===== src/rtl/xor_fault_monitor.sv =====
// ---------------------------------------------------------------------------
// xor_fault_monitor
//
// Stimulus/checker wrapped around the XOR laser target. Sweeps every WIDTH-bit
// input vector repeatedly. Each vector is held for SETTLE_CYCLES cycles, then
// the synchronized target output is sampled once and compared with the
// expected parity. Mismatches (laser-induced faults) are counted and the most
// recent one is captured. In IDLE, `locate` drives the target's osc_en so its
// input toggles with the clock for photon-emission location.
//
// Ports
//   clk, rst_n        clock, asynchronous active-low reset
//   start             level, begins sweeping from IDLE
//   stop              finish the current vector, then return to IDLE
//   locate            in IDLE, drives dut_osc_en high (one-cycle latency)
//   clear             synchronous clear of counters, captures, vector register
//   dut_a, dut_osc_en drive the target
//   dut_q             target output, asynchronous to clk
//   busy              high in SETTLE or SAMPLE
//   fault_pulse       one-cycle pulse per detected mismatch
//   fault_count       saturating mismatch count
//   sweep_count       saturating count of completed full sweeps
//   last_fault_vec/q  dut_a and sampled q at the most recent mismatch
//   last_fault_valid  set on first mismatch since reset or clear
// ---------------------------------------------------------------------------
module xor_fault_monitor #(
    parameter int WIDTH         = 6,
    parameter int SETTLE_CYCLES = 4,
    parameter int CNT_W         = 16
) (
    input  logic             clk,
    input  logic             rst_n,
    input  logic             start,
    input  logic             stop,
    input  logic             locate,
    input  logic             clear,
    output logic [WIDTH-1:0] dut_a,
    output logic             dut_osc_en,
    input  logic             dut_q,
    output logic             busy,
    output logic             fault_pulse,
    output logic [CNT_W-1:0] fault_count,
    output logic [CNT_W-1:0] sweep_count,
    output logic [WIDTH-1:0] last_fault_vec,
    output logic             last_fault_q,
    output logic             last_fault_valid
);

    localparam int SET_W = $clog2(SETTLE_CYCLES + 1);

    typedef enum logic [1:0] {
        IDLE   = 2'd0,
        SETTLE = 2'd1,
        SAMPLE = 2'd2
    } state_t;

    function automatic logic [CNT_W-1:0] sat_inc(input logic [CNT_W-1:0] v);
        return (v == {CNT_W{1'b1}}) ? v : v + CNT_W'(1);
    endfunction

    state_t             state_q, state_d;
    logic [WIDTH-1:0]   vec_q, vec_d;
    logic [WIDTH-1:0]   dut_a_q, dut_a_d;
    logic               osc_en_q, osc_en_d;
    logic [SET_W-1:0]   settle_cnt_q, settle_cnt_d;
    logic               stop_pending_q, stop_pending_d;
    logic               sync1_q, q_s;
    logic               fault_pulse_q, fault_pulse_d;
    logic [CNT_W-1:0]   fault_count_q, fault_count_d;
    logic [CNT_W-1:0]   sweep_count_q, sweep_count_d;
    logic [WIDTH-1:0]   last_fault_vec_q, last_fault_vec_d;
    logic               last_fault_q_q, last_fault_q_d;
    logic               last_fault_valid_q, last_fault_valid_d;

    logic               exp_par;
    logic               mismatch;
    logic [WIDTH-1:0]   vec_inc;

    assign exp_par  = ^dut_a_q;
    assign mismatch = (q_s != exp_par);
    assign vec_inc  = vec_q + WIDTH'(1);

    always_comb begin
        state_d            = state_q;
        vec_d              = vec_q;
        dut_a_d            = dut_a_q;
        osc_en_d           = 1'b0;
        settle_cnt_d       = settle_cnt_q;
        stop_pending_d     = stop_pending_q;
        fault_pulse_d      = 1'b0;
        fault_count_d      = fault_count_q;
        sweep_count_d      = sweep_count_q;
        last_fault_vec_d   = last_fault_vec_q;
        last_fault_q_d     = last_fault_q_q;
        last_fault_valid_d = last_fault_valid_q;

        case (state_q)
            IDLE: begin
                osc_en_d = locate;
                dut_a_d  = '0;
                // start has priority over stop and locate in IDLE
                if (start) begin
                    state_d        = SETTLE;
                    dut_a_d        = clear ? '0 : vec_q;
                    osc_en_d       = 1'b0;
                    settle_cnt_d   = '0;
                    stop_pending_d = 1'b0;
                end
            end

            SETTLE: begin
                settle_cnt_d = settle_cnt_q + SET_W'(1);
                if (stop) begin
                    stop_pending_d = 1'b1;
                end
                if (settle_cnt_q == SET_W'(SETTLE_CYCLES - 1)) begin
                    state_d = SAMPLE;
                end
            end

            SAMPLE: begin
                if (mismatch) begin
                    fault_pulse_d      = 1'b1;
                    fault_count_d      = sat_inc(fault_count_q);
                    last_fault_vec_d   = dut_a_q;
                    last_fault_q_d     = q_s;
                    last_fault_valid_d = 1'b1;
                end
                vec_d = vec_inc;
                // Wrap from all-ones back to zero marks a completed sweep
                if (vec_q == {WIDTH{1'b1}}) begin
                    sweep_count_d = sat_inc(sweep_count_q);
                end
                if (stop_pending_q || stop) begin
                    state_d        = IDLE;
                    dut_a_d        = '0;
                    stop_pending_d = 1'b0;
                end else begin
                    state_d      = SETTLE;
                    dut_a_d      = clear ? '0 : vec_inc;
                    settle_cnt_d = '0;
                end
            end

            default: begin
                state_d = IDLE;
                dut_a_d = '0;
            end
        endcase

        // clear overrides any same-cycle count/capture update, but not the pulse
        if (clear) begin
            vec_d              = '0;
            fault_count_d      = '0;
            sweep_count_d      = '0;
            last_fault_vec_d   = '0;
            last_fault_q_d     = 1'b0;
            last_fault_valid_d = 1'b0;
        end
    end

    always_ff @(posedge clk or negedge rst_n) begin
        if (!rst_n) begin
            state_q            <= IDLE;
            vec_q              <= '0;
            dut_a_q            <= '0;
            osc_en_q           <= 1'b0;
            settle_cnt_q       <= '0;
            stop_pending_q     <= 1'b0;
            sync1_q            <= 1'b0;
            q_s                <= 1'b0;
            fault_pulse_q      <= 1'b0;
            fault_count_q      <= '0;
            sweep_count_q      <= '0;
            last_fault_vec_q   <= '0;
            last_fault_q_q     <= 1'b0;
            last_fault_valid_q <= 1'b0;
        end else begin
            state_q            <= state_d;
            vec_q              <= vec_d;
            dut_a_q            <= dut_a_d;
            osc_en_q           <= osc_en_d;
            settle_cnt_q       <= settle_cnt_d;
            stop_pending_q     <= stop_pending_d;
            // Two-flop synchronizer on the asynchronous target output
            sync1_q            <= dut_q;
            q_s                <= sync1_q;
            fault_pulse_q      <= fault_pulse_d;
            fault_count_q      <= fault_count_d;
            sweep_count_q      <= sweep_count_d;
            last_fault_vec_q   <= last_fault_vec_d;
            last_fault_q_q     <= last_fault_q_d;
            last_fault_valid_q <= last_fault_valid_d;
        end
    end

    assign dut_a            = dut_a_q;
    assign dut_osc_en       = osc_en_q;
    assign busy             = (state_q == SETTLE) || (state_q == SAMPLE);
    assign fault_pulse      = fault_pulse_q;
    assign fault_count      = fault_count_q;
    assign sweep_count      = sweep_count_q;
    assign last_fault_vec   = last_fault_vec_q;
    assign last_fault_q     = last_fault_q_q;
    assign last_fault_valid = last_fault_valid_q;

endmodule


===== config.mk =====
export PLATFORM = sky130hd
export DESIGN_NAME = xor_fault_monitor
export DESIGN_NICKNAME = d
export VERILOG_FILES = /design/src/rtl/xor_fault_monitor.sv
export SDC_FILE = /design/constraint.sdc
export NUM_CORES = 1
export LEC_CHECK = 0
export BUFFER_PORTS_ARGS = -buffer_cell sky130_fd_sc_hd__buf_2
export CORE_ASPECT_RATIO = 0.75
export CORE_UTILIZATION = 45
export CTS_BUF_LIST = sky130_fd_sc_hd__clkbuf_8
export CTS_CLUSTER_SIZE = 8
export DETAILED_ROUTE_END_ITERATION = 10
export PLACE_DENSITY_LB_ADDON = 0.08
export SYNTH_ARGS = -nofsm -noshare
export SYNTH_HDL_FRONTEND = slang
export SYNTH_SLANG_ARGS = --single-unit

===== constraint.sdc =====
create_clock -name clk -period 2.6 [get_ports clk]
set_input_delay 0.13 -clock clk [delete_from_list [all_inputs] [get_ports clk]]
set_output_delay 0.13 -clock clk [all_outputs]
set_load 0.05 [all_outputs]

* Yosys cells after proc, flatten, opt, wreduce, memory -nomap -nowiden
Index checks and enable logic that the tools add are counted.
Operators by class: reductions and logical operators 14, mux-type cells 39, eq/ne operators 14, add/sub/neg operators 4
Operator list (number):
- two-way mux 16 bit | 8
- two-way mux 6 bit | 9
- adder 16 x 1 -> 16 bit, second input constant | 2
- == test 16 bit, second input constant | 2
- one-hot mux 6 bit (3 select lines) | 1
- two-way mux 1 bit | 14
- != test 2 bit, second input constant | 7
- one-hot mux 3 bit (3 select lines) | 1
- AND reduction 3 bit | 3
- adder 6 x 1 -> 6 bit, second input constant | 1
- == test 6 bit, second input constant | 1
- two-way mux 3 bit | 2
- one-hot mux 2 bit (3 select lines) | 1
- nonzero test 2 bit | 3
- XOR reduction 6 bit | 1
- two-way mux 2 bit | 2
- AND reduction 2 bit | 2
- AND reduction 4 bit | 1
- adder 3 x 1 -> 3 bit, second input constant | 1
- == test 3 x 2 -> 1 bit, second input constant | 1
- one-hot mux 1 bit (3 select lines) | 1
- nonzero test 3 bit | 1
- == test 2 x 1 -> 1 bit, second input constant | 1
- == test 2 bit, second input constant | 1
- other kinds (3) | 4
Word-level totals: output and inout bits 49, input bits 7, register bits 62

* Longest topological paths before layout
Gate-level depths: netlist of the first run.
depth after elaboration 5, gate-level depth with buffers 8, mapped depth without buffers 7

* Worst setup path after synthesis of the first run
Ideal clock, no wire load.
path kind register to register, from register dut_a_q[4], in the netlist dut_a[4], to register fault_count_q[9], in the netlist fault_count[9], slack 0.230 ns, path buffers 1, period minus slack after synthesis 2.370 ns, cell stages (with the launch flop) 7, library setup time 0.125 ns, data required time 2.475 ns, arrival 2.246 ns, path through dfrtp_1 > xnor3_1 > xor3_2 > buf_2 > o211ai_1 > nor3_1 > mux2_2
Between the ends: longest elaborated chain between the ends 4
Ends and longest elaborated chain:
- from (decl) | line 63 | logic [WIDTH-1:0] dut_a_q, dut_a_d;
- from (signal assigned) | line 181 | dut_a_q <= dut_a_d;
- XOR reduction 6 bit | line 79 | assign exp_par = ^dut_a_q;
- != test 1 bit | line 80 | assign mismatch = (q_s != exp_par);
- nonzero test 2 bit (no line)
- AND reduction 3 bit (no line)
- to (signal assigned) | line 189 | fault_count_q <= fault_count_d;
- to (decl) | line 69 | logic [CNT_W-1:0] fault_count_q, fault_count_d;
Every way passes these cells. A chain may end at the register's enable or synchronous reset.

* Worst setup path in the final report of the first run
from register dut_a_q[4], in the netlist dut_a[4], to register fault_count_q[13], in the netlist fault_count[13]
Same word-level chain as after synthesis.

==> results.yml, run 1 <==
outcome:
  outcome: "completed"
die:
  die_x_um: 100
  initial_core_util_pct: 47.0
  io_pins: 56
  rows: 26
  die_y_um: 75.5
  die-area_um2: 7560
  coreArea_um2: 6900
timing:
  setup_viol: 0
  hold_viol_final: 0
  fin_worst_skew_ns: 0.00849
  setup_slack_ns: 0.424
  slew_viol_final: 0
  worst_slew_pin_slew_ns: 0.681
  max_freq_ghz: 0.459
  slew_headroom_pct: 54.6
  post-route-period-util_pct: 83.7
  period_needed_ns: 2.18
  grt_setup_unrepaired: "false"
  finalSetupTns_ns: 0
global_route:
  overflow: 0
  grt_pass1_wl_um: 12100
  antenna_found_initial: 0
  grt_max_degree: 40
  grt_pass1_vias: 2450
  grt_usage_pct: 21.1
synth:
  synth_ff_type: "dfrtp_1"
  synth_edf_count: 0
  synth_cells: 342
  yosysSeqAreaShare_pct: 47.8
  synth_area_per_cell_um2: 9.49
  yosysTopAreaCell: "dfrtp_1"
  synthesis.area_um2: 3240
  synth_area_leaders: "dfrtp_1 48%, xnor2_1 5.4%, nor2_1 5.1%"
  synth_cell_type_count: 41
  ys_seq_elements: 62
  yosys.area.top_type_share_pct: 47.8
  synth_nets: 358
  ys_warn_count: 0
  ys_async_sr_fraction_pct: 100
power:
  power.density_nw_per_um2: 626
  p_leak_nw: 1.78
  peakVddDrop_mv: 0.546
clocking:
  clk_transition_reported_paths_ns: 0.07
  clk_path_buf_depth: 2
  cts_made_buffers: 9
  clkLatencyLatePin_ns: 0.34
  cts.repair.resized: 0
  htreeDepth: 3
  cts-root-buf: "clkbuf_8"
  cts_sinks: 62
  tritoncts: "yes"
  postCtsSetupBuffers: 0
detailed_routing:
  top_layer: "met4"
  wl_met2_um: 3170
  wl_um: 7340
  firstDrtPassIters: 4
  wl_met3_um: 327
  drt_iter0_drc: 95
  vias: 2660
  ant_nets: 0
  vias_per_cell: 5.25
  drcViolationCount: 0
  wl_per_cell_um: 14.5
  wl_met1_um: 3790
place:
  dp_slack_ns: 0.426
  port_buffers: 55
  gp_congestion: 0.826
  dp_hpwl_um: 5350
setup_path:
  cp_max_fo: 13
  arrival_ns: 2.41
  critPathKind: "flop to flop"
  worstSetupEndpointType: "flop"
  start_kind: "flop"
  cp.required_ns: 2.83
final_layout:
  n_fill_cell: 643
  final_layout_size_suffix_gt1_share_pct: 21.0
  final_cell_mix: "62 x dfrtp_1, 55 x buf_2, 44 x nor2_1, 28 x nand2_1, 24 x nand3_1"
  fin_nets: 420
  layout_commonest_cell: "dfrtp_1"
  areaGrowthSynthToFinish_pct: 19.7
  n_antenna_cell: 0
run:
  max_cap_viol_count: 0
min_path:
  hp-class: "input pin to flop"
## cells in the mapped netlist, drive strengths merged, types with 3 or more instances
cell,n
nor3,5
mux2,4
clkbuf,8
nand3,24
nor2,44
nor4b,3
or2,3
o21ai,18
inv,13
nand4,7
nor3b,4
dfrtp,62
nand3b,3
ha,9
o31ai,4
or3,5
buf,5
nor4,10
nor2b,7
a21oi,23
nand2,29
o211ai,3
xnor2,20
or4,5
xor2,7
## flip-flops by register name, summed over array words and instances (netlist names), 2 cells and up
name            flops
state_q             2
fault_count        16
vec_q               6
last_fault_vec      6
settle_cnt_q        3
sweep_count        16
dut_a               6
## layer usage
layer / track usage [%] / vias to the layer above
met1: 30.5 / 1262
li1: - / 1327
met5: 0 / -
met4: 7.73 / 0
met3: 5.87 / 4
met2: 30.5 / 67
## worst max-delay path, cell delays in order (launching register included)
cell     delay [ns]
dfrtp_1        0.39
xnor3_1        0.45
xor3_2         0.43
nand2_2        0.10
nor4_1         0.33
mux2_2         0.37
## power by group
part           switching [mW]  internal (mW)  total, mW  leakage [nW]
combinational           0.304          0.134      0.439         0.814
sequential             0.0300           1.01       1.04         0.856
clock                   0.389          0.562      0.951         0.106
total                   0.723           1.71       2.43          1.78
## cells by family (layout without fill, tap and decap cells)
group / Yosys count / count (layout) / synth area share (%)
mux: 6 / 6 / 2.01
xor+xnor: 30 / 30 / 9.45
flops: 62 / 62 / 47.8
simple gates: 156 / 156 / 24.3
fa+ha+maj: 9 / 9 / 3.47
buf+inv: 26 / 93 / 3.32
compound gates: 53 / 53 / 9.60
## area by class of cell
| type | count | area (um2) | share of cell area, % |
|---|---|---|---|
| multi-input combinational | 254 | 1590 | 40.8 |
| sequential | 62 | 1550 | 40.0 |
| timing repair buffer | 64 | 350 | 9.02 |
| clock buffer | 10 | 138 | 3.54 |
| tap | 98 | 123 | 3.16 |
| clock inverter | 6 | 86.3 | 2.22 |
| inverter | 13 | 48.8 | 1.26 |
## stage by stage
step	power [mW]	hold WS (ns)	area (um2)	utilization, %	cells
3_3_place_gp	1.49	0.211	3630	52.6	488
3_5_place_dp	1.50	0.214	3630	52.6	488
4_1_cts	2.46	0.0602	3880	56.3	507
2_1_floorplan	1.39	-0.166	3240	-	342
5_1_grt	2.56	0.0668	3880	56.3	507
6_report	2.43	0.0687	3880	56.3	507
## path summary, 6_finish.rpt
check                                           from                          end  slack (ns)  cells after the start
worst min register to register     sync1_q$_DFF_PN0_                q_s$_DFF_PN0_        0.37                      0
worst max register to register  dut_a[4]$_DFFE_PN0N_  fault_count[13]$_DFFE_PN0P_        0.42                      5
worst min-delay path                            stop   stop_pending_q$_DFFE_PN0P_        0.07                      3
min in group asynchronous                      rst_n   sweep_count[9]$_DFFE_PN0P_        0.36                      2
max in group asynchronous                      rst_n   fault_count[0]$_DFFE_PN0P_        1.49                      3
worst max-delay path            dut_a[4]$_DFFE_PN0N_  fault_count[13]$_DFFE_PN0P_        0.42                      5
## what timing repair did
item / in CTS / in global routing
hold buffers: 3 / 0
hold endpoints to repair: 30 / 0
endpoints found under the setup margin: 0 / 0
Note: power is estimated with default switching activity, not from simulation.
==> run 2, diff against run 1 <==
ABC_AREA = 1   (was default)
clock period = 2.1 ns   (was 2.6 ns; I/O delays follow)
==> results.yml, run 2 <==
outcome:
  outcome: "completed"
final_layout:
  n_fill_cell: 793
  fin_nets: 595
  areaGrowthSynthToFinish_pct: 16.9
  finalInstanceArea_um2: 4320
  layout_commonest_cell: "nand2_1"
  final_cell_mix: "177 x nand2_1, 62 x dfrtp_1, 55 x buf_2, 54 x inv_1, 52 x nor2_1"
  n_antenna_cell: 0
  final_layout_size_suffix_gt1_share_pct: 16.3
  fin_util_pct: 54.6
power:
  power.density_nw_per_um2: 781
  p_leak_nw: 2.24
  peakVddDrop_mv: 0.630
min_path:
  whs_path_depth: 2
  hold_start: "clear"
  worst_hold_path.endpoint: "sweep_count[0]$_DFFE_PN0P_"
  hp-class: "input pin to flop"
synth:
  yosysSeqAreaShare_pct: 41.9
  synth_area_per_cell_um2: 7.14
  synth_top_family_by_area: "simple AND/OR/NAND/NOR gates"
  synth_compound_area_share_pct: 7.00
  ys_top_cells_by_count: "177 x nand2_1, 62 x dfrtp_1, 53 x inv_1"
  synthesis.area_um2: 3700
  synth_area_leaders: "dfrtp_1 42%, nand2_1 18%, nand3_1 5.8%"
  yosysMostFrequentCell: "nand2_1"
  synth_mux_area_share_pct: 0
  synth_cell_type_count: 33
  synth_edf_count: 0
  ys_seq_elements: 62
  synth_ff_type: "dfrtp_1"
  yosysTopAreaCell: "dfrtp_1"
  synthXorXnorAreaFrac_pct: 1.66
  yosys.area.top_type_share_pct: 41.9
  synthSimpleGateAreaFrac_pct: 38.6
  synth_nets: 534
  synth_cells: 518
  ys_warn_count: 0
  yosys.area_share.adder_pct: 3.04
  ys_async_sr_fraction_pct: 100
timing:
  post-route-period-util_pct: 90.8
  slew_headroom_pct: 63.2
  period_needed_ns: 1.91
  finalSetupTns_ns: 0
  worst_slew_pin_slew_ns: 0.551
  fin_worst_skew_ns: 0.00989
  slew_viol_final: 0
  hold_viol_final: 0
  setup_viol: 0
  max_freq_ghz: 0.525
  grt_setup_unrepaired: "true"
die:
  die_y_um: 80.5
  io_pins: 56
  coreArea_um2: 7920
  die-area_um2: 8590
  die_x_um: 107
  initial_core_util_pct: 46.7
  rows: 28
setup_path:
  crit_chain: "ha_1 -> nand2_1 -> nor2_4 -> nand2_2 -> nor2_2 -> nand2_2 -> nand3_4 -> nand2_1 -> nand2_1"
  rrSetupSlack_ns: 0.19
  slowest_delay_ns: 0.44
  arrival_ns: 2.18
  slowest_stage: "dfrtp_1"
  rr_endpoint: "fault_count[13]$_DFFE_PN0P_"
  reg2regPathDepth: 9
  cp_max_fo: 16
  worstSetupEndpointType: "flop"
  rr_startpoint: "fault_count[0]$_DFFE_PN0P_"
  start_kind: "flop"
  critPathKind: "flop to flop"
  cp.required_ns: 2.38
  crit_top_cell: "nand2_1"
clocking:
  htreeDepth: 3
  clk_path_buf_depth: 2
  tritoncts: "yes"
  clk_transition_reported_paths_ns: 0.07
  postCtsSetupBuffers: 0
  cts_made_buffers: 9
  cts_sinks: 62
  cts-root-buf: "clkbuf_8"
  clkLatencyLatePin_ns: 0.34
global_route:
  grt_pass1_wl_um: 15400
  grt_pass1_vias: 3278
  antenna_found_initial: 0
  overflow: 0
  grt_max_degree: 42
  grt_usage_pct: 22.8
place:
  port_buffers: 55
  gp_congestion: 0.909
  dpl_cell_area_um2: 4090
  dp_hpwl_um: 6500
detailed_routing:
  wl_um: 9120
  drt_iter0_drc: 227
  vias_per_cell: 5.18
  ant_nets: 0
  vias: 3566
  firstDrtPassIters: 6
  drcViolationCount: 0
  wl_per_cell_um: 13.2
run:
  max_cap_viol_count: 0
-- run 2: final cells by class --
cell class / count / area [um2] / share of cell area, %
repair buffers: 64 / 363 / 8.39
multi-input cells: 386 / 1870 / 43.3
well taps: 105 / 131 / 3.04
flip-flops and latches: 62 / 1550 / 35.9
clock inverters: 6 / 60.1 / 1.39
clock buffers: 10 / 138 / 3.18
inverters: 56 / 210 / 4.86
-- run 2: logic make-up after synthesis --
| kind of cell | after synthesis |
|---|---|
| simple gates | 325 |
| xor+xnor | 7 |
| compound gates | 45 |
| fa+ha+maj | 9 |
| flops | 62 |
| buf+inv | 70 |
-- run 2: worst max-delay path by stage --
stage | from | end | slack (ns) | depth (start not counted)
after floorplan | fault_count[0]$_DFFE_PN0P_ | fault_count[4]$_DFFE_PN0P_ | 0.15 | 9
after global placement | fault_count[0]$_DFFE_PN0P_ | fault_count[13]$_DFFE_PN0P_ | 0.23 | 9
after detailed placement | fault_count[0]$_DFFE_PN0P_ | fault_count[13]$_DFFE_PN0P_ | 0.19 | 9
after CTS | fault_count[0]$_DFFE_PN0P_ | fault_count[13]$_DFFE_PN0P_ | 0.17 | 9
after global routing | state_q[0]$_DFFE_PN0P_ | sweep_count[15]$_DFFE_PN0P_ | 0.0005 | 8
final | fault_count[0]$_DFFE_PN0P_ | fault_count[13]$_DFFE_PN0P_ | 0.19 | 9
-- run 2: what timing repair did --
| action | CTS | global route |
|---|---|---|
| setup endpoints to repair | 0 | 4 |
| hold buffers | 3 | 0 |
| gates resized for setup | 0 | 1 |
| hold endpoints to repair | 23 | 0 |
-- run 2: power by group --
group / switching (mW) / internal (mW)
sequential: 0.0893 / 1.29
combinational: 0.697 / 0.233
clock: 0.491 / 0.576
-- run 2: critical path, delay by kind of cell, from the launching register on --
| family | cells | cell delay, ns |
|---|---|---|
| fa+ha+maj | 1 | 0.26 |
| flops | 1 | 0.44 |
| simple gates | 8 | 1.14 |
-- run 2: stage by stage --
stage	worst slack [ns]	instances	total power [mW]	hold WS, ns
floorplan	0.149	518	2.08	-0.191
global route	0.000512	689	3.58	0.0326
global placement	0.228	670	2.31	0.103
finish	0.194	689	3.38	0.0371
detailed placement	0.187	670	2.32	0.120
CTS	0.165	689	3.41	0.0140
-- run 2: per-layer routing --
layer,global-route usage [%],vias to the layer above,wire length [um]
li1,-,1802,-
met3,4.38,8,567
met1,32.3,1643,4520
met4,6.85,0,98
met5,0,-,0
met2,35.3,113,3930
